`src/rtl/uart_tx_fifo_pkg.sv`:
```
// Shared types and constants for the buffered UART transmit front-end.
// No logic of its own; the sizing values here are defaults only.
// The fifo top and its storage array import this package.
package uart_tx_fifo_pkg;

  typedef enum logic {
    IDLE = 1'b0,
    SEND = 1'b1
  } tx_state_e;

  localparam int DATA_W          = 8;
  localparam int STA_CNT_W       = 9;
  localparam int STA_EMPTY       = 16;
  localparam int STA_FULL        = 17;
  localparam int STA_BUSY        = 18;
  localparam int STA_IRQ         = 19;
  localparam int DEPTH_LOG2_DFLT = 4;
  localparam int DEPTH           = 1 << DEPTH_LOG2_DFLT;

  // Entry count for a given log2 depth.
  function automatic int depth_of(input int log2);
    return 1 << log2;
  endfunction

endpackage

```
`src/rtl/uart_tx_fifo_mem.sv`:
```
// Byte storage array for the transmit FIFO: one write port, one asynchronous read port.
// Latency: a write lands on the rising edge; a read is combinational from raddr_i.
// Backpressure: none. The parent owns the pointers and guarantees it never overwrites live data.
module uart_tx_fifo_mem
  import uart_tx_fifo_pkg::*;
#(
  parameter int DEPTH_LOG2 = DEPTH_LOG2_DFLT
) (
  input  logic                  clk,
  input  logic                  we_i,
  input  logic [DEPTH_LOG2-1:0] waddr_i,
  input  logic [DATA_W-1:0]     wdata_i,
  input  logic [DEPTH_LOG2-1:0] raddr_i,
  output logic [DATA_W-1:0]     rdata_o
);

  logic [DATA_W-1:0] mem_q [depth_of(DEPTH_LOG2)];

  // Store the pushed byte. The data path needs no reset because the count qualifies it.
  always_ff @(posedge clk) begin
    if (we_i) begin
      mem_q[waddr_i] <= wdata_i;
    end
  end

  assign rdata_o = mem_q[raddr_i];

endmodule

```
`src/rtl/uart_tx_fifo.sv`:
```
// Buffered UART TX front-end: the CPU pushes bytes into a FIFO and an FSM drains them into the UART.
// Latency: a push into an empty FIFO drives uart_dat_we two cycles later; after that, one byte per cycle.
// Backpressure: reg_dat_wait stalls the CPU only when the FIFO is full. uart_dat_wait holds the head byte.
// Optional: define UART_TX_FIFO_IRQ_EN to add the tx_irq drained pulse and sticky status bit 19.
module uart_tx_fifo
  import uart_tx_fifo_pkg::*;
#(
  parameter int DEPTH_LOG2 = DEPTH_LOG2_DFLT
) (
  input  logic        clk,
  input  logic        reset,
  input  logic        reg_dat_we,
  input  logic [31:0] reg_dat_di,
  output logic        reg_dat_wait,
  output logic [31:0] reg_sta_do,
  input  logic        flush,
  output logic        uart_dat_we,
  output logic [31:0] uart_dat_di,
  input  logic        uart_dat_wait
`ifdef UART_TX_FIFO_IRQ_EN
  ,
  output logic        tx_irq
`endif
);

  localparam int PTR_W = DEPTH_LOG2;
  localparam int CNT_W = DEPTH_LOG2 + 1;
  localparam logic [CNT_W-1:0] CNT_FULL = CNT_W'(depth_of(DEPTH_LOG2));
  localparam logic [CNT_W-1:0] CNT_ONE  = CNT_W'(1);
  localparam logic [PTR_W-1:0] PTR_ONE  = PTR_W'(1);

  logic [PTR_W-1:0]  wptr_q, wptr_d;
  logic [PTR_W-1:0]  rptr_q, rptr_d;
  logic [CNT_W-1:0]  count_q, count_d;
  logic [PTR_W-1:0]  raddr;
  logic [DATA_W-1:0] head_byte;
  tx_state_e         state_q;
  logic              uart_we_q;
  logic [DATA_W-1:0] uart_byte_q;
  logic              full, empty, clr_wr, push, pop;

`ifdef UART_TX_FIFO_IRQ_EN
  // Bit 31 turns a write into an interrupt-clear command, and no byte is stored.
  assign clr_wr = reg_dat_we && reg_dat_di[31];
  logic unused_di;
  assign unused_di = ^reg_dat_di[30:8];
`else
  assign clr_wr = 1'b0;
  logic unused_di;
  assign unused_di = ^reg_dat_di[31:8];
`endif

  assign full  = (count_q == CNT_FULL);
  assign empty = (count_q == '0);

  // A full FIFO refuses a push even when a pop frees a slot in the same cycle.
  assign push         = reg_dat_we && !full && !flush && !clr_wr;
  // SEND is only entered with data present, so a pop never underflows.
  assign pop          = (state_q == SEND) && !uart_dat_wait && !flush;
  assign reg_dat_wait = reg_dat_we && full;

  // When popping, prefetch the entry behind the head so SEND can reload without a bubble.
  assign raddr = pop ? (rptr_q + PTR_ONE) : rptr_q;

  uart_tx_fifo_mem #(
    .DEPTH_LOG2 (DEPTH_LOG2)
  ) u_mem (
    .clk     (clk),
    .we_i    (push),
    .waddr_i (wptr_q),
    .wdata_i (reg_dat_di[DATA_W-1:0]),
    .raddr_i (raddr),
    .rdata_o (head_byte)
  );

  // Next pointer and count values. Flush overrides any push or pop in the same cycle.
  always_comb begin
    wptr_d  = wptr_q;
    rptr_d  = rptr_q;
    count_d = count_q;
    if (flush) begin
      wptr_d  = '0;
      rptr_d  = '0;
      count_d = '0;
    end else begin
      if (push) wptr_d = wptr_q + PTR_ONE;
      if (pop)  rptr_d = rptr_q + PTR_ONE;
      if (push && !pop)      count_d = count_q + CNT_ONE;
      else if (!push && pop) count_d = count_q - CNT_ONE;
    end
  end

  // FIFO pointer and count registers.
  always_ff @(posedge clk or posedge reset) begin
    if (reset) begin
      wptr_q  <= '0;
      rptr_q  <= '0;
      count_q <= '0;
    end else begin
      wptr_q  <= wptr_d;
      rptr_q  <= rptr_d;
      count_q <= count_d;
    end
  end

  // Drain FSM with registered strobe and data. The strobe drops in the cycle after the final accept.
  always_ff @(posedge clk or posedge reset) begin
    if (reset) begin
      state_q     <= IDLE;
      uart_we_q   <= 1'b0;
      uart_byte_q <= '0;
    end else if (flush) begin
      state_q   <= IDLE;
      uart_we_q <= 1'b0;
    end else begin
      case (state_q)
        IDLE: begin
          if (!empty) begin
            state_q     <= SEND;
            uart_we_q   <= 1'b1;
            uart_byte_q <= head_byte;
          end
        end
        SEND: begin
          if (!uart_dat_wait) begin
            if (count_q > CNT_ONE) begin
              uart_byte_q <= head_byte;
            end else begin
              state_q   <= IDLE;
              uart_we_q <= 1'b0;
            end
          end
        end
        default: begin
          state_q   <= IDLE;
          uart_we_q <= 1'b0;
        end
      endcase
    end
  end

  assign uart_dat_we = uart_we_q;
  assign uart_dat_di = {24'h0, uart_byte_q};

`ifdef UART_TX_FIFO_IRQ_EN
  logic irq_q, irq_sticky_q, irq_set;

  // The FIFO empties through a pop only when the last byte leaves and nothing replaces it.
  assign irq_set = pop && !push && (count_q == CNT_ONE);

  // One-cycle drained pulse and its sticky copy. A new event beats a clear in the same cycle.
  always_ff @(posedge clk or posedge reset) begin
    if (reset) begin
      irq_q        <= 1'b0;
      irq_sticky_q <= 1'b0;
    end else begin
      irq_q <= irq_set;
      if (irq_set)     irq_sticky_q <= 1'b1;
      else if (clr_wr) irq_sticky_q <= 1'b0;
    end
  end

  assign tx_irq = irq_q;
`endif

  // Status word: fill count, empty, full, busy and the optional sticky interrupt.
  always_comb begin
    reg_sta_do                  = '0;
    reg_sta_do[STA_CNT_W-1:0]   = STA_CNT_W'(count_q);
    reg_sta_do[STA_EMPTY]       = empty;
    reg_sta_do[STA_FULL]        = full;
    reg_sta_do[STA_BUSY]        = (state_q == SEND);
`ifdef UART_TX_FIFO_IRQ_EN
    reg_sta_do[STA_IRQ]         = irq_sticky_q;
`endif
  end

endmodule

```
`config.mk`:
```
export PLATFORM = sky130hd
export DESIGN_NAME = uart_tx_fifo
export DESIGN_NICKNAME = d
export VERILOG_FILES = /design/src/rtl/uart_tx_fifo_pkg.sv /design/src/rtl/uart_tx_fifo_mem.sv /design/src/rtl/uart_tx_fifo.sv
export SDC_FILE = /design/constraint.sdc
export NUM_CORES = 1
export LEC_CHECK = 0
export CORE_UTILIZATION = 55
export DETAILED_ROUTE_END_ITERATION = 8
export HOLD_SLACK_MARGIN = 0.03
export PLACE_DENSITY = 0.8
export SETUP_SLACK_MARGIN = 0.05
export SLEW_MARGIN = 20
export SYNTH_ARGS = -nofsm -noshare
export SYNTH_HDL_FRONTEND = slang
export SYNTH_SLANG_ARGS = --single-unit
```
`constraint.sdc`:
```
create_clock -name clk -period 2.77 [get_ports clk]
set_input_delay 0.554 -clock clk [delete_from_list [all_inputs] [get_ports clk]]
set_output_delay 0.554 -clock clk [all_outputs]
set_load 0.1 [all_outputs]
```
==> Word level (Yosys, flattened, before mapping) <==
Memories as Yosys holds them, arrays and structs flattened.
Cells that the tools add are included.
{ "word_totals": {"input_bits": 37, "mem_count": 1, "reg_bits": 23, "ram_bits": 128, "out_inout_bits": 66} }
{ "mem_list": {"columns": ["name", "depth", "width", "rd", "rd_ports_with_merged_regs", "wr", "line", "rtl"], "rows": [
  ["u_mem.mem_q", 16, 8, 1, 0, 1, "uart_tx_fifo_mem.sv:17", "logic [DATA_W-1:0] mem_q [depth_of(DEPTH_LOG2)];"]
]} }
{ "op_classes": {"bitwise_logic": 2, "muxes": 23, "reduce_logical": 17, "n_eq_ne": 7, "magnitude_cmp": 1, "n_addsub": 4} }
{ "ops": {"columns": ["cell", "n"], "rows": [
  ["8-bit two-way mux", 3],
  ["4-bit two-way mux", 4],
  ["8-bit case mux with 2 select lines", 1],
  ["5-bit two-way mux", 3],
  ["1-bit two-way mux", 10],
  ["3-bit != test (second input constant)", 3],
  ["4-bit by 1-bit adder with 4-bit output (second input constant)", 2],
  ["1-bit logical AND", 7],
  ["5-bit by 1-bit adder with 5-bit output (second input constant)", 1],
  ["5-bit equality test (second input constant)", 1],
  ["5-bit by 1-bit greater-than comparator with 1-bit output (second input constant)", 1],
  ["1-bit logical NOT", 5],
  ["5-bit logical NOT", 1],
  ["5-bit by 1-bit subtractor with 5-bit output (second input constant)", 1],
  ["2-bit != test (second input constant)", 2],
  ["1-bit case mux with 2 select lines", 2],
  ["4-bit AND reduction", 1],
  ["3-bit AND reduction", 1],
  ["3-bit nonzero test", 1],
  ["2-bit by 1-bit != test with 1-bit output (second input constant)", 1],
  ["1-bit NOT", 2],
  ["2-bit nonzero test", 1]
]} }

==> Longest topological paths before layout <==
Gate-level depths: netlist of the first run.
{ "logic_depth": {"word_depth": 9, "depth_mapped": 9} }

==> Modules after synthesis <==
Synthesis of the first run repeated with hierarchy kept, for this count alone.
{ "hier_totals": {"cells_unflattened": 393, "hier_area_um2": 6663.9} }
{ "modules_own_cells": {"columns": ["module", "cells_per_inst", "area_each_um2", "seq_area_each_um2", "instances"], "rows": [
  ["uart_tx_fifo_mem", 221, 4987.3, 3843.7, 1],
  ["uart_tx_fifo", 172, 1676.6, 575.6, 1]
]} }

==> Worst setup path after synthesis of the first run <==
Ideal clock, no wire load.
{ "synth_path": {"kind": "register to register", "start": "register count_q[0]", "end": "memory u_mem.mem_q[11][0] (enable)", "t_required_ps": 2400, "path_buffers": 1, "path_slack_ps": -217, "arrival_ps": 2617, "path_stages_with_launch": 8, "cell_sequence": "dfrtp_1 > inv_1 > ha_1 > and4bb_2 > nor2b_1 > clkbuf_1 > nand2_1 > nor2_1"} }
{ "synth_via": {"elab_chain_cells": 6} }
{ "synth_lines": {"columns": ["item", "line", "rtl"], "rows": [
  ["from (decl)", "uart_tx_fifo.sv:34", "logic [CNT_W-1:0] count_q, count_d;"],
  ["from (signal assigned)", "uart_tx_fifo.sv:102", "count_q <= count_d;"],
  ["5-bit equality test", "uart_tx_fifo.sv:53", "assign full = (count_q == CNT_FULL);"],
  ["named net full", "uart_tx_fifo.sv:40", "logic full, empty, clr_wr, push, pop;"],
  ["1-bit logical NOT", "uart_tx_fifo.sv:57", "assign push = reg_dat_we && !full && !flush && !clr_wr;"],
  ["1-bit logical AND (2 in series)", "uart_tx_fifo.sv:57", null],
  ["1-bit two-way mux", "uart_tx_fifo_mem.sv:21", "if (we_i) begin"],
  ["1-bit two-way mux (implied by the code)", "uart_tx_fifo_mem.sv:22", "mem_q[waddr_i] <= wdata_i;"],
  ["to (decl)", "uart_tx_fifo_mem.sv:17", null]
]} }
The timed path passes the listed nets, and every way through them passes these cells.

==> Final worst setup path of the first run <==
{ "layout_path": {"start": "input port flush", "end": "register uart_byte_q[2]"} }
{ "layout_via": {"elab_chain_cells": 7, "word_cells_on_any_way": 10, "cone_classes": "mux: 5; bitwise: 1; reduce/logical: 3; memory: 1"} }
{ "layout_lines": {"columns": ["item", "line", "rtl"], "rows": [
  ["from (decl)", "uart_tx_fifo.sv:16", "input logic flush,"],
  ["1-bit logical NOT", "uart_tx_fifo.sv:59", "assign pop = (state_q == SEND) && !uart_dat_wait && !flush;"],
  ["1-bit logical AND", "uart_tx_fifo.sv:59", null],
  ["4-bit two-way mux", "uart_tx_fifo.sv:63", "assign raddr = pop ? (rptr_q + PTR_ONE) : rptr_q;"],
  ["memory read 16 x 8 bit", null, null],
  ["8-bit two-way mux", "uart_tx_fifo.sv:126", "if (count_q > CNT_ONE) begin"],
  ["8-bit two-way mux", "uart_tx_fifo.sv:125", "if (!uart_dat_wait) begin"],
  ["8-bit case mux with 2 select lines", "uart_tx_fifo.sv:116", "case (state_q)"],
  ["to (signal assigned)", "uart_tx_fifo.sv:121", "uart_byte_q <= head_byte;"],
  ["to (signal assigned)", "uart_tx_fifo.sv:127", "uart_byte_q <= head_byte;"],
  ["to (decl)", "uart_tx_fifo.sv:39", "logic [DATA_W-1:0] uart_byte_q;"]
]} }
Several ways; a longest one is shown, not always the timed one. The select of a mux whose other input is x is not followed.
A chain may end at the register's enable or synchronous reset.

==> summary.md, run 1 <==
| Metric | Value |
|---|---|
| Flop pwr share | 0.362 |
| Number of flops mapped to enable cells by yosys | 128 |
| Tightest Pin Transition | slightly below 1 ns |
| Layout cell share with drive strength beyond 1 | 0.2250 |
| Worst flop-to-flop path startpoint | rptr_q[0] |
| CTS buffer count | 17 |
| Post-CTS resize count | 0 |
| Seq cells post-synth | 151 |
| Pwr/cell area | about 860 mW/mm^2 |
| Fill cells | 907 |
| R2r endpoint | uart_byte_q[3] |
| Syn avg cell area | 12.83 sq um |
| Setup Fix Bufs, Post-CTS | 0 |
| Mapped cell area | between 0.007 and 0.008 sq mm |
| Die Span Y | about 120 um |
| Htree depth | 4 |
| Post-synthesis sequential area ratio | 0.5858 |
| Comb power frac | 0.337 |
| Unrepaired setup endpoints after global routing | false |
| Fin crit share | 0.9080 |
| DRC Markers | 0 |
| Final-stage net count | 704 |
| Antenna Cells | 0 |
| Crit path largest cell delay | 0.53 ns |
| DR iter-0 viols | approximately 540 |
| Vias per inst | 6.053 |
| Top FF cell, synth | edfxtp_1 |
| DRT Pass-1 Iters | 7 |
| Sequence of cells on the critical path | clkdlybuf4s50_1, or3b_4, nand2b_2, o221ai_1, a222oi_1, a2111oi_0, nor3_1 |
| Total Routing Usage GR | 0.2650 |
| Slew Viols, Final | 0 |
| CTS tree | built |
| Cell Int Power | between 4 and 5 mW |
| Wirelength per Cell | between 20 and 25 um |
| VDD IR max | roughly 0.5 mV |
| Clock buffer depth | 2 |
| Final WL | 17,570 um |
| Setup_tns | 0 ns |
| # IOs | ~100 |
| Die W | 119.1 um |
| Count leader, synth | edfxtp_1 |
| Skew-Pair Late Insertion Delay | ~0.42 ns |
| R2R Setup Slk | 0.27 ns |
| Most frequent cells after synthesis | edfxtp_1, buf_4, nor2_1 |
| Share of flip-flops with an asynchronous set or reset | 0.1523 |
| Cts hold-fix bufs | 0 |
| Startpoint Class | input pin |
| CP endpoint | uart_byte_q[2] |
| CP Data Required Time | 3.10 ns |
| Initial core utilization | 0.5674 |
| # rows | 42 |
| Status | complete, no violations |
| P&R area growth vs syn | 15.96% |
| Hpwl dp | about 12,000 um |
| Vias in the first global route | approximately 5,000 |
| Largest net degree at the start of global routing | between 70 and 80 |
| Setup Viol. Count Final | 0 |
| DP Area | between 0.008 and 0.009 sq mm |
| Area fraction of the dominant cell type after synthesis | 0.5095 |
| CP Class | in -> reg |
| Worst Path Arrival | 2.85 ns |
| Core area | between 0.01 and 0.015 sq mm |
| Worst hold path type | reg -> reg |
| NetSw | roughly 2.9 mW |
| Initial antenna violation count | 0 |
| Clock Skew | slightly above 0.009 ns |
| Max-slew headroom | 0.3478 |
| Total gr overflow | 0 |
| Critical Path End Type | register |
| Post-synth cell types | approximately 60 |
| Clock root buffer | clkbuf_16 |
| Mapped Cells | roughly 600 |
| Leak | 3.111 nW |
| I/O Buffers | 30 |
| Top post-synthesis cells by area | edfxtp_1, dfrtp_1, buf_4, mux2i_1, mux2_2 |
| CP startpoint | flush |
| Fmax | around 400 MHz |
| Total number of vias | between 5,000 and 6,000 |
| Final Critical Period | 2.515 ns |
| Reg2Reg Depth | 8 |
| Final hold violations | 0 |
| Final Cell Area | 0.008747 sq mm |
| CP Max Fanout | 10 |
| Slowest CP cell | a222oi_1 |
| Die footprint | between 0.01 and 0.015 sq mm |
| Syn. warnings | 0 |
| Gpl congestion | 0.8883 |
| DRT antenna net count | 0 |
| CTS sink count | around 150 |
| Clock share of power | 0.301 |
| Pwr Total | about 7.5 mW |
| Maxcap violations | 0 |
| Synth area leader | edfxtp_1 |
| Clock-pin slew on the worst setup and hold paths | 0.06 ns |
| Sw Ratio | 0.3867 |
| First-pass GRT wire length | between 20,000 and 30,000 um |
==> layout make-up <==
| class | count | area [sq um] | share of cell area |
|---|---|---|---|
| flip-flops and latches | 151 | 4425 | 0.5059 |
| inverters | 10 | 37.54 | 0.004291 |
| repair buffers | 89 | 773.2 | 0.08840 |
| multi-input cells | 389 | 2715 | 0.3104 |
| well taps | 176 | 220.2 | 0.02518 |
| clock inverters | 13 | 142.6 | 0.01631 |
| clock buffers | 19 | 432.9 | 0.04949 |
==> worst max-delay path, delay by kind of cell <==
| family | cells | cell delay, ns |
|---|---|---|
| AOI/OAI and AO/OA | 3 | 0.92 |
| and+or+nand+nor | 3 | 0.92 |
| buffers and inverters | 1 | 0.45 |
==> power groups by stage <==
stage | Combinational (mW) | Clock [mW] | Sequential (mW)
final | 2.54 | 2.26 | 2.73
after global routing | 2.67 | 2.38 | 2.74
after CTS | 2.53 | 2.27 | 2.73
after detailed placement | 2.51 | 0 | 2.77
after global placement | 2.46 | 0 | 2.76
after floorplan | 1.42 | 0 | 3.34
==> kinds of logic (layout without fill, tap and decap cells) <==
| family | count (synthesis) | after routing | share of synthesized area |
|---|---|---|---|
| XOR/XNOR | 13 | 13 | 0.01609 |
| adder cells (fa/ha/maj) | 9 | 9 | 0.01493 |
| buffers and inverters | 95 | 131 | 0.07763 |
| flip-flops | 151 | 151 | 0.5858 |
| other | 1 | 48 | 0.0004971 |
| AO/OA/AOI/OAI | 118 | 118 | 0.1168 |
| multiplexers | 61 | 61 | 0.09554 |
| AND/OR/NAND/NOR | 140 | 140 | 0.09272 |
==> metal layers <==
layer,up-vias,wire length [um],global-route usage
li1,2300,-,-
met1,2508,7242,0.3525
met2,277,8503,0.4248
met3,42,1417,0.06274
met4,0,405,0.09652
met5,-,0,0
==> cell usage in the layout, fill, tap and decap left out, types with 3 or more instances in the layout <==
cell type and instances:
o21ai_0 9, clkbuf_16 17, a221oi_1 4, dfrtp_2 5, a222oi_1 4, nor4_1 3
a211oi_1 4, edfxtp_1 128, conb_1 48, mux4_2 7, a31oi_1 9, nor2_1 47
inv_1 10, a22oi_2 3, dfrtp_1 18, o32ai_1 4, buf_4 71, nor2b_1 4
xor2_1 6, clkdlybuf4s50_1 12, nand3_1 6, inv_6 7, a2111oi_0 5, nor3_1 17
buf_12 6, o22ai_1 31, and2_1 3, a21oi_1 14, nand4_1 4, ha_1 9
mux2i_1 36, nand2_1 36, xnor2_1 6, and3_1 3, o221ai_1 15, mux2_2 18
or3_1 3
==> worst min-delay path by stage <==
stage / depth (start not counted) / end / slack (ns) / from
finish: 2 / uart_byte_q[5] / 0.55 / uart_byte_q[5]
global route: 2 / uart_byte_q[5] / 0.56 / uart_byte_q[5]
CTS: 2 / uart_byte_q[5] / 0.55 / uart_byte_q[5]
detailed placement: 2 / uart_byte_q[5] / 0.52 / uart_byte_q[5]
global placement: 2 / uart_byte_q[5] / 0.53 / uart_byte_q[5]
floorplan: 2 / wptr_q[3] / 0.55 / wptr_q[3]
==> sequential cells by signal (all words and copies together), names as in the netlist <==
name / cells
uart_byte_q: 8
count_q: 5
wptr_q: 4
state_q: 1
uart_dat_we: 1
rptr_q: 4
u_mem.mem_q: 128
==> stage by stage <==
step | utilization | hold slack (ns) | setup slack, ns | instances
6_report | 0.6579 | 0.5468 | 0.2549 | 847
5_1_grt | 0.6579 | 0.5583 | 0.1049 | 847
4_1_cts | 0.6579 | 0.5457 | 0.2603 | 847
3_5_place_dp | 0.6146 | 0.5212 | -0.1450 | 815
3_3_place_gp | 0.6146 | 0.5288 | -0.04099 | 815
2_1_floorplan | - | 0.5514 | 0.1276 | 635
(Power assumes the default switching activity.)
==> run 2: changes to the inputs <==
--- a/config.mk
+++ b/config.mk
@@ -5,6 +5,7 @@
 export SDC_FILE = /design/constraint.sdc
 export NUM_CORES = 1
 export LEC_CHECK = 0
+export ABC_AREA = 1
 export CORE_UTILIZATION = 55
 export DETAILED_ROUTE_END_ITERATION = 8
 export HOLD_SLACK_MARGIN = 0.03
@@ -13,4 +14,6 @@
 export SLEW_MARGIN = 20
 export SYNTH_ARGS = -nofsm -noshare
 export SYNTH_HDL_FRONTEND = slang
+export SYNTH_HIERARCHICAL = 1
 export SYNTH_SLANG_ARGS = --single-unit
+export TNS_END_PERCENT = 30
==> run 2 against run 1 <==
Compared with the run above: fmax is 3.8% higher; wire length is 13% lower; sequential share of layout area is 2.0 points higher; die area is 1.7% lower; worst setup slack better by 0.093 ns; combinational power is 2% higher; flip-flop and latch count stayed put; non-clock buffer count is 22 lower; clock skew hardly changed; synthesized cell count is 32% higher; critical path type unchanged; total power is 1.2% lower; design area is 3.8% lower.
==> summary.md, run 2 <==
| Metric | Value |
|---|---|
| Die W | 118.1 um |
| Initial core utilization | 0.5622 |
| Top post-synthesis cells by area | edfxtp_1, nand2_1, dfrtp_1, nand3_1, inv_1 |
| DRC Markers | 0 |
| DR iter-0 viols | 547 |
| Crit path largest cell delay | around 0.5 ns |
| Biggest regs | u_mem/mem_q: 128 flops, uart_byte_q: 8 flops, count_q: 5 flops |
| CTS tree | built |
| Wirelength per Cell | about 15 um |
| Total gr overflow | 0 |
| Final hold violations | 0 |
| Htree depth | 4 |
| Most frequent cells after synthesis | nand2_1, edfxtp_1, inv_1 |
| Clock Skew | approximately 0.0094 ns |
| Fmax | between 400 and 500 MHz |
| Post-synth cell types | 33 |
| Setup_tns | 0 ns |
| Syn. warnings | 6 |
| Setup Viol. Count Final | 0 |
| Die Span Y | 118.1 um |
| Area fraction of the dominant cell type after synthesis | 0.5183 |
| CP Class | in -> reg |
| Largest net degree at the start of global routing | 34 |
| Slowest CP cell | clkdlybuf4s50_1 |
| Clock buffer depth | 2 |
| Mapped cell area | around 0.0074 sq mm |
| Clock root buffer | clkbuf_16 |
| Hpwl dp | between 9000 and 10,000 um |
| Max-slew headroom | 0.4743 |
| Leak | 3.867 nW |
| Post-synthesis compound-gate area fraction | 0.01029 |
| CP Max Fanout | 27 |
| Initial antenna violation count | 0 |
| Synth area leader | edfxtp_1 |
| Maxcap violations | 0 |
| Pwr/cell area | a little under 900 mW/mm^2 |
| Commonest non-fill, non-tap cell in the layout | nand2_1 |
| CTS buffer count | 17 |
| Hold path start | uart_byte_q[1] |
| Largest family of logic cells by synthesized area | simple AND/OR/NAND/NOR gates |
| Synth Area in XOR/XNOR | 0.007086 |
| Pwr Total | ~7.4 mW |
| Hold slack | roughly 0.47 ns |
| # rows | 42 |
| Slew Viols, Final | 0 |
| I/O Buffers | 30 |
| Startpoint Class | input pin |
| Top FF cell, synth | edfxtp_1 |
| Mapped Cells | about 770 |
| First-pass GRT wire length | about 24,000 um |
| Fin crit share | 0.8745 |
| Core area | between 0.01 and 0.015 sq mm |
| Die footprint | between 0.01 and 0.015 sq mm |
| Critical Path End Type | register |
| Skew-Pair Late Insertion Delay | between 0.4 and 0.5 ns |
| Sequence of cells on the critical path | clkdlybuf4s50_1, inv_6, nand3_2, buf_4, nand2_1, inv_1, a21oi_2, buf_4, buf_4, nand3_1, nand3_1, nand3_1, nand2_1, nand4_1, nand2_1 |
| Cts hold-fix bufs | 0 |
| Final Critical Period | roughly 2.4 ns |
| Antenna Cells | 0 |
| Final-stage net count | 872 |
| Worst hold path type | reg -> reg |
| Post-synthesis sequential area ratio | 0.5959 |
| Worst flop-to-flop path startpoint | count_q[0] |
| Final WL | roughly 15,000 um |
| Most frequent cells in the layout | nand2_1, edfxtp_1, inv_1, nand3_1 |
| Reg2Reg Depth | 10 |
| Share of flip-flops with an asynchronous set or reset | 0.1523 |
| Hold Path Stages | 2 |
| Hold Path Sink | uart_byte_q[1] |
| Total number of vias | 5,194 |
| VDD IR max | about 0.55 mV |
| Simple-gate portion of the synthesized area | 0.2320 |
| Unrepaired setup endpoints after global routing | false |
| R2r endpoint | u_mem/mem_q[6][5] |
| Total Routing Usage GR | 0.2350 |
| Vias in the first global route | a little under 5,000 |
| Non-Filler Instances | 1,018 |
| Post-Place Cells | between 900 and 1,000 |
| Worst Path Arrival | approximately 2.8 ns |
| Max reg flops | about 130 |
| DRT antenna net count | 0 |
| Post-CTS resize count | 0 |
| Number of flops mapped to enable cells by yosys | approximately 130 |
| Synth Area in Adders | 0.01012 |
| Tightest Pin Transition | 0.7861 ns |
| # IOs | ~100 |
| DRT Pass-1 Iters | 5 |
| Biggest register | u_mem/mem_q |
| Status | complete, no violations |
| Syn avg cell area | approximately 9.6 sq um |
| P&R area growth vs syn | 13.46% |
| Setup Fix Bufs, Post-CTS | 0 |
| CTS sink count | 151 |
| Gpl congestion | roughly 0.84 |
| Mux contribution to synthesized area | 0 |
| Seq cells post-synth | 151 |
| Layout cell share with drive strength beyond 1 | 0.1211 |
| CP Data Required Time | ~3.1 ns |
| R2R Setup Slk | about 0.50 ns |
| Clock-pin slew on the worst setup and hold paths | roughly 0.05 ns |
| Count leader, synth | nand2_1 |
| Vias per inst | a little over 5 |
run 2: changes by cell type in the layout (fill, tap and decap cells not counted), moves of 11 or more:
cell and change:
a21oi_1 -11, buf_4 -23, inv_1 +114, mux2_2 -18, mux2i_1 -36, nand2_1 +192, nand3_1 +105, nor2_1 -24
nor3_1 -16, o221ai_1 -15, o22ai_1 -31
run 2: how the worst max path moves through the flow:
| stage | slack [ns] | endpoint | start | cells past startpoint |
|---|---|---|---|---|
| after floorplan | 0.31 | u_mem/mem_q[4][0] | count_q[2] | 7 |
| after global placement | 0.02 | uart_byte_q[5] | flush | 14 |
| after detailed placement | 0.006 | uart_byte_q[0] | flush | 15 |
| after CTS | 0.39 | uart_byte_q[0] | flush | 15 |
| after global routing | 0.24 | uart_byte_q[1] | flush | 16 |
| final | 0.35 | uart_byte_q[0] | flush | 15 |
run 2: routing by layer:
metal,global-route usage,up-vias,share of wire
met5,0,-,0
met4,0.1362,0,0.027
met3,0.04942,32,0.081
met2,0.3665,266,0.48
met1,0.3055,2411,0.41
li1,-,2485,-
run 2: where the power goes:
group | internal (mW) | total (mW) | switching [mW]
registers | 2.59 | 2.71 | 0.118
logic | 0.634 | 2.60 | 1.97
clock network | 1.30 | 2.13 | 0.827
run 2: final cells by class:
class	instances	area [sq um]
Clock inverter	12	110.1
Multi-Input combinational cell	463	2116
Fill cell	1007	4776
Sequential cell	151	4422
Inverter	129	489.2
Tap cell	176	220.2
Timing Repair Buffer	67	620.6
Clock buffer	20	436.7
run 2: logic make-up (layout without fill, tap and decap cells):
family,Yosys count,in the layout
AO/OA/AOI/OAI,12,12
XOR/XNOR,6,6
adder cells (fa/ha/maj),6,6
buffers and inverters,207,228
flip-flops,151,151
other,1,48
AND/OR/NAND/NOR,391,391
run 2: through the flow:
| step | util | cell area [sq um] | worst slack, ns |
|---|---|---|---|
| after floorplan | - | 7602 | 0.3144 |
| after global placement | 0.5965 | 7868 | 0.01882 |
| after detailed placement | 0.5965 | 7868 | 0.005729 |
| after CTS | 0.6379 | 8414 | 0.3856 |
| after global routing | 0.6379 | 8414 | 0.2386 |
| final | 0.6379 | 8414 | 0.3475 |
run 2: critical path: cells and delay by family:
kind,cells,cell delay [ns]
buf+inv,6,1.37
simple gates,8,0.73
compound gates,1,0.14
==> run 3: changes to the inputs <==
--- a/config.mk
+++ b/config.mk
@@ -7,9 +7,12 @@
 export LEC_CHECK = 0
 export ABC_AREA = 1
 export CORE_UTILIZATION = 55
+export CTS_BUF_LIST = sky130_fd_sc_hd__clkbuf_8
+export CTS_CLUSTER_SIZE = 16
 export DETAILED_ROUTE_END_ITERATION = 8
 export HOLD_SLACK_MARGIN = 0.03
 export PLACE_DENSITY = 0.8
+export REMOVE_ABC_BUFFERS = 1
 export SETUP_SLACK_MARGIN = 0.05
 export SLEW_MARGIN = 20
 export SYNTH_ARGS = -nofsm -noshare
==> run 3 against run 2 <==
Compared with the run above: the flow now finishes with violations (design-rule violations); worst setup slack lost 0.060 ns; sequential power is essentially flat; largest power group unchanged; fmax shrank 2.4%; largest cell class unchanged; clock power shrank 20%; flip-flop and latch count is the same.
==> summary.md, run 3 (synthesis results as in run 2) <==
| Metric | Value |
|---|---|
| Fill cells | between 1,000 and 1,500 |
| Htree depth | 4 |
| Critical path's most frequent cell | inv_1 |
| Layout cell share with drive strength beyond 1 | 0.1207 |
| Final WL | approximately 15,000 um |
| Slowest CP cell | dfrtp_1 |
| Final Critical Period | approximately 2.5 ns |
| Setup Viol. Count Final | 0 |
| Die Span Y | approximately 120 um |
| I/O Buffers | 30 |
| Startpoint Class | register |
| Initial core utilization | 0.5622 |
| Flop pwr share | 0.387 |
| P&R area growth vs syn | 10.75% |
| # rows | 42 |
| Vias in the first global route | between 4,000 and 5,000 |
| Clock-pin slew on the worst setup and hold paths | around 0.090 ns |
| Most frequent cells in the layout | nand2_1, edfxtp_1, inv_1, nand3_1, conb_1 |
| CP Max Fanout | 8 |
| DP Area | approximately 0.0078 sq mm |
| Final-stage net count | 868 |
| Fin crit share | 0.8963 |
| NetSw | between 2 and 3 mW |
| Total gr overflow | 0 |
| Die W | 118.1 um |
| Tightest Pin Transition | 0.6953 ns |
| Failing checks | design-rule violations |
| Worst Path Arrival | roughly 1.9 ns |
| Vias per inst | 5.092 |
| Clock share of power | 0.244 |
| First-pass GRT wire length | ~24,000 um |
| Max reg flops | approximately 130 |
| Skew-Pair Late Insertion Delay | roughly 0.46 ns |
| Slew Viols, Final | 0 |
| Max-slew headroom | 0.5350 |
| CTS sink count | between 150 and 200 |
| DRT antenna net count | 0 |
| Post-CTS resize count | 0 |
| Unrepaired setup endpoints after global routing | false |
| Clock buffer depth | 2 |
| Biggest regs | u_mem/mem_q: 128 flops, uart_byte_q: 8 flops, count_q: 5 flops |
| Comb power frac | 0.370 |
| CTS buffer count | 17 |
| Final hold violations | 0 |
| VDD IR max | slightly above 0.5 mV |
| Critical Path End Type | output pin |
| CTS tree | built |
| Clock root buffer | clkbuf_8 |
| Sw Ratio | 0.4260 |
| Leak | 3.775 nW |
| Sequence of cells on the critical path | inv_1, ha_1, nand2_1, inv_1, nand2_4, nor2_1, buf_12 |
| Setup Fix Bufs, Post-CTS | 0 |
| Reg2Reg Depth | 12 |
| Wirelength per Cell | about 15 um |
| Biggest register | u_mem/mem_q |
| Total Routing Usage GR | 0.2311 |
| Maxcap violations | 0 |
| CP Data Required Time | ~2.2 ns |
| Pwr/cell area | 850.0 mW/mm^2 |
| DRT Pass-1 Iters | 7 |
| DRC Markers | 1 |
| Gpl congestion | roughly 0.85 |
| Largest net degree at the start of global routing | 33 |
| DR iter-0 viols | 430 |
| Status | finished, violations left |
| # IOs | between 100 and 150 |
| Clock Skew | ~0.013 ns |
| Cts hold-fix bufs | 0 |
| Crit path largest cell delay | ~0.49 ns |
| Hold slack | roughly 0.44 ns |
| Core area | ~0.013 sq mm |
| Fmax | between 400 and 500 MHz |
| CP Class | reg -> out |
| Cell Int Power | 4.007 mW |
| Commonest non-fill, non-tap cell in the layout | nand2_1 |
| Initial antenna violation count | 0 |
| Die footprint | about 0.014 sq mm |
| Worst hold path type | in -> async |
| Hpwl dp | about 10000 um |
| Final Cell Area | just over 0.008 sq mm |
| Total number of vias | 5,158 |
| Antenna Cells | 0 |
-- run 3: cell types whose count changed in the layout (fill, tap and decap cells not counted), moves of 2 or more --
cell / previous run / this run
dfrtp_1: 21 / 23
clkinv_1: 4 / 0
clkbuf_8: 0 / 17
clkbuf_16: 17 / 0
clkinv_2: 4 / 0
buf_4: 48 / 45
clkinv_4: 0 / 3
clkbuf_1: 3 / 0
inv_6: 1 / 6
dfrtp_2: 2 / 0
-- run 3: routing by layer --
metal	GRT usage	share of wire
met5	0	0
met1	0.2971	0.41
met2	0.3824	0.50
met4	0.09936	0.024
met3	0.04506	0.070
-- run 3: layout make-up --
class                   count  area (sq um)  area share
inverters                 129         489.2     0.05957
well taps                 176         220.2     0.02681
multi-input cells         463          2108      0.2567
repair buffers             63         578.1     0.07038
clock buffers              17         234.0     0.02849
flip-flops and latches    151          4419      0.5381
clock inverters            14         163.9     0.01996
-- run 3: stage by stage --
stage | utilization | std cells | total power, mW | setup TNS (ns) | setup slack, ns
2_1_floorplan | - | 743 | 4.657 | -10.26 | -1.219
3_3_place_gp | 0.5925 | 982 | 5.276 | 0 | 0.04000
3_5_place_dp | 0.5925 | 982 | 5.320 | 0 | 0.005505
4_1_cts | 0.6227 | 1013 | 7.003 | 0 | 0.2770
5_1_grt | 0.6227 | 1013 | 7.285 | 0 | 0.1804
6_report | 0.6227 | 1013 | 6.981 | 0 | 0.2873
-- run 3: power groups by stage --
stage          logic, mW  clock network [mW]  registers [mW]
3_3_place_gp        2.53                   0            2.75
5_1_grt             2.74                1.83            2.72
3_5_place_dp        2.57                   0            2.75
6_report            2.58                1.70            2.70
2_1_floorplan       1.28                   0            3.37
4_1_cts             2.58                1.72            2.70
-- run 3: critical path: cells and delay by family (launching register included) --
family,cells,cell delay (ns)
flip-flops,1,0.49
adder cells (fa/ha/maj),1,0.20
AND/OR/NAND/NOR,3,0.35
buffers and inverters,3,0.44
-- run 3: worst paths after layout --
check	from	slack [ns]	to
setup reg to reg	state_q	0.57	uart_byte_q[7]
min in group clk	uart_byte_q[3]	0.48	uart_byte_q[3]
setup / recovery	count_q[0]	0.29	reg_dat_wait
hold reg to reg	uart_byte_q[3]	0.48	uart_byte_q[3]
max in group asynchronous	reset	2.09	wptr_q[2]
hold / removal	reset	0.44	rptr_q[1]
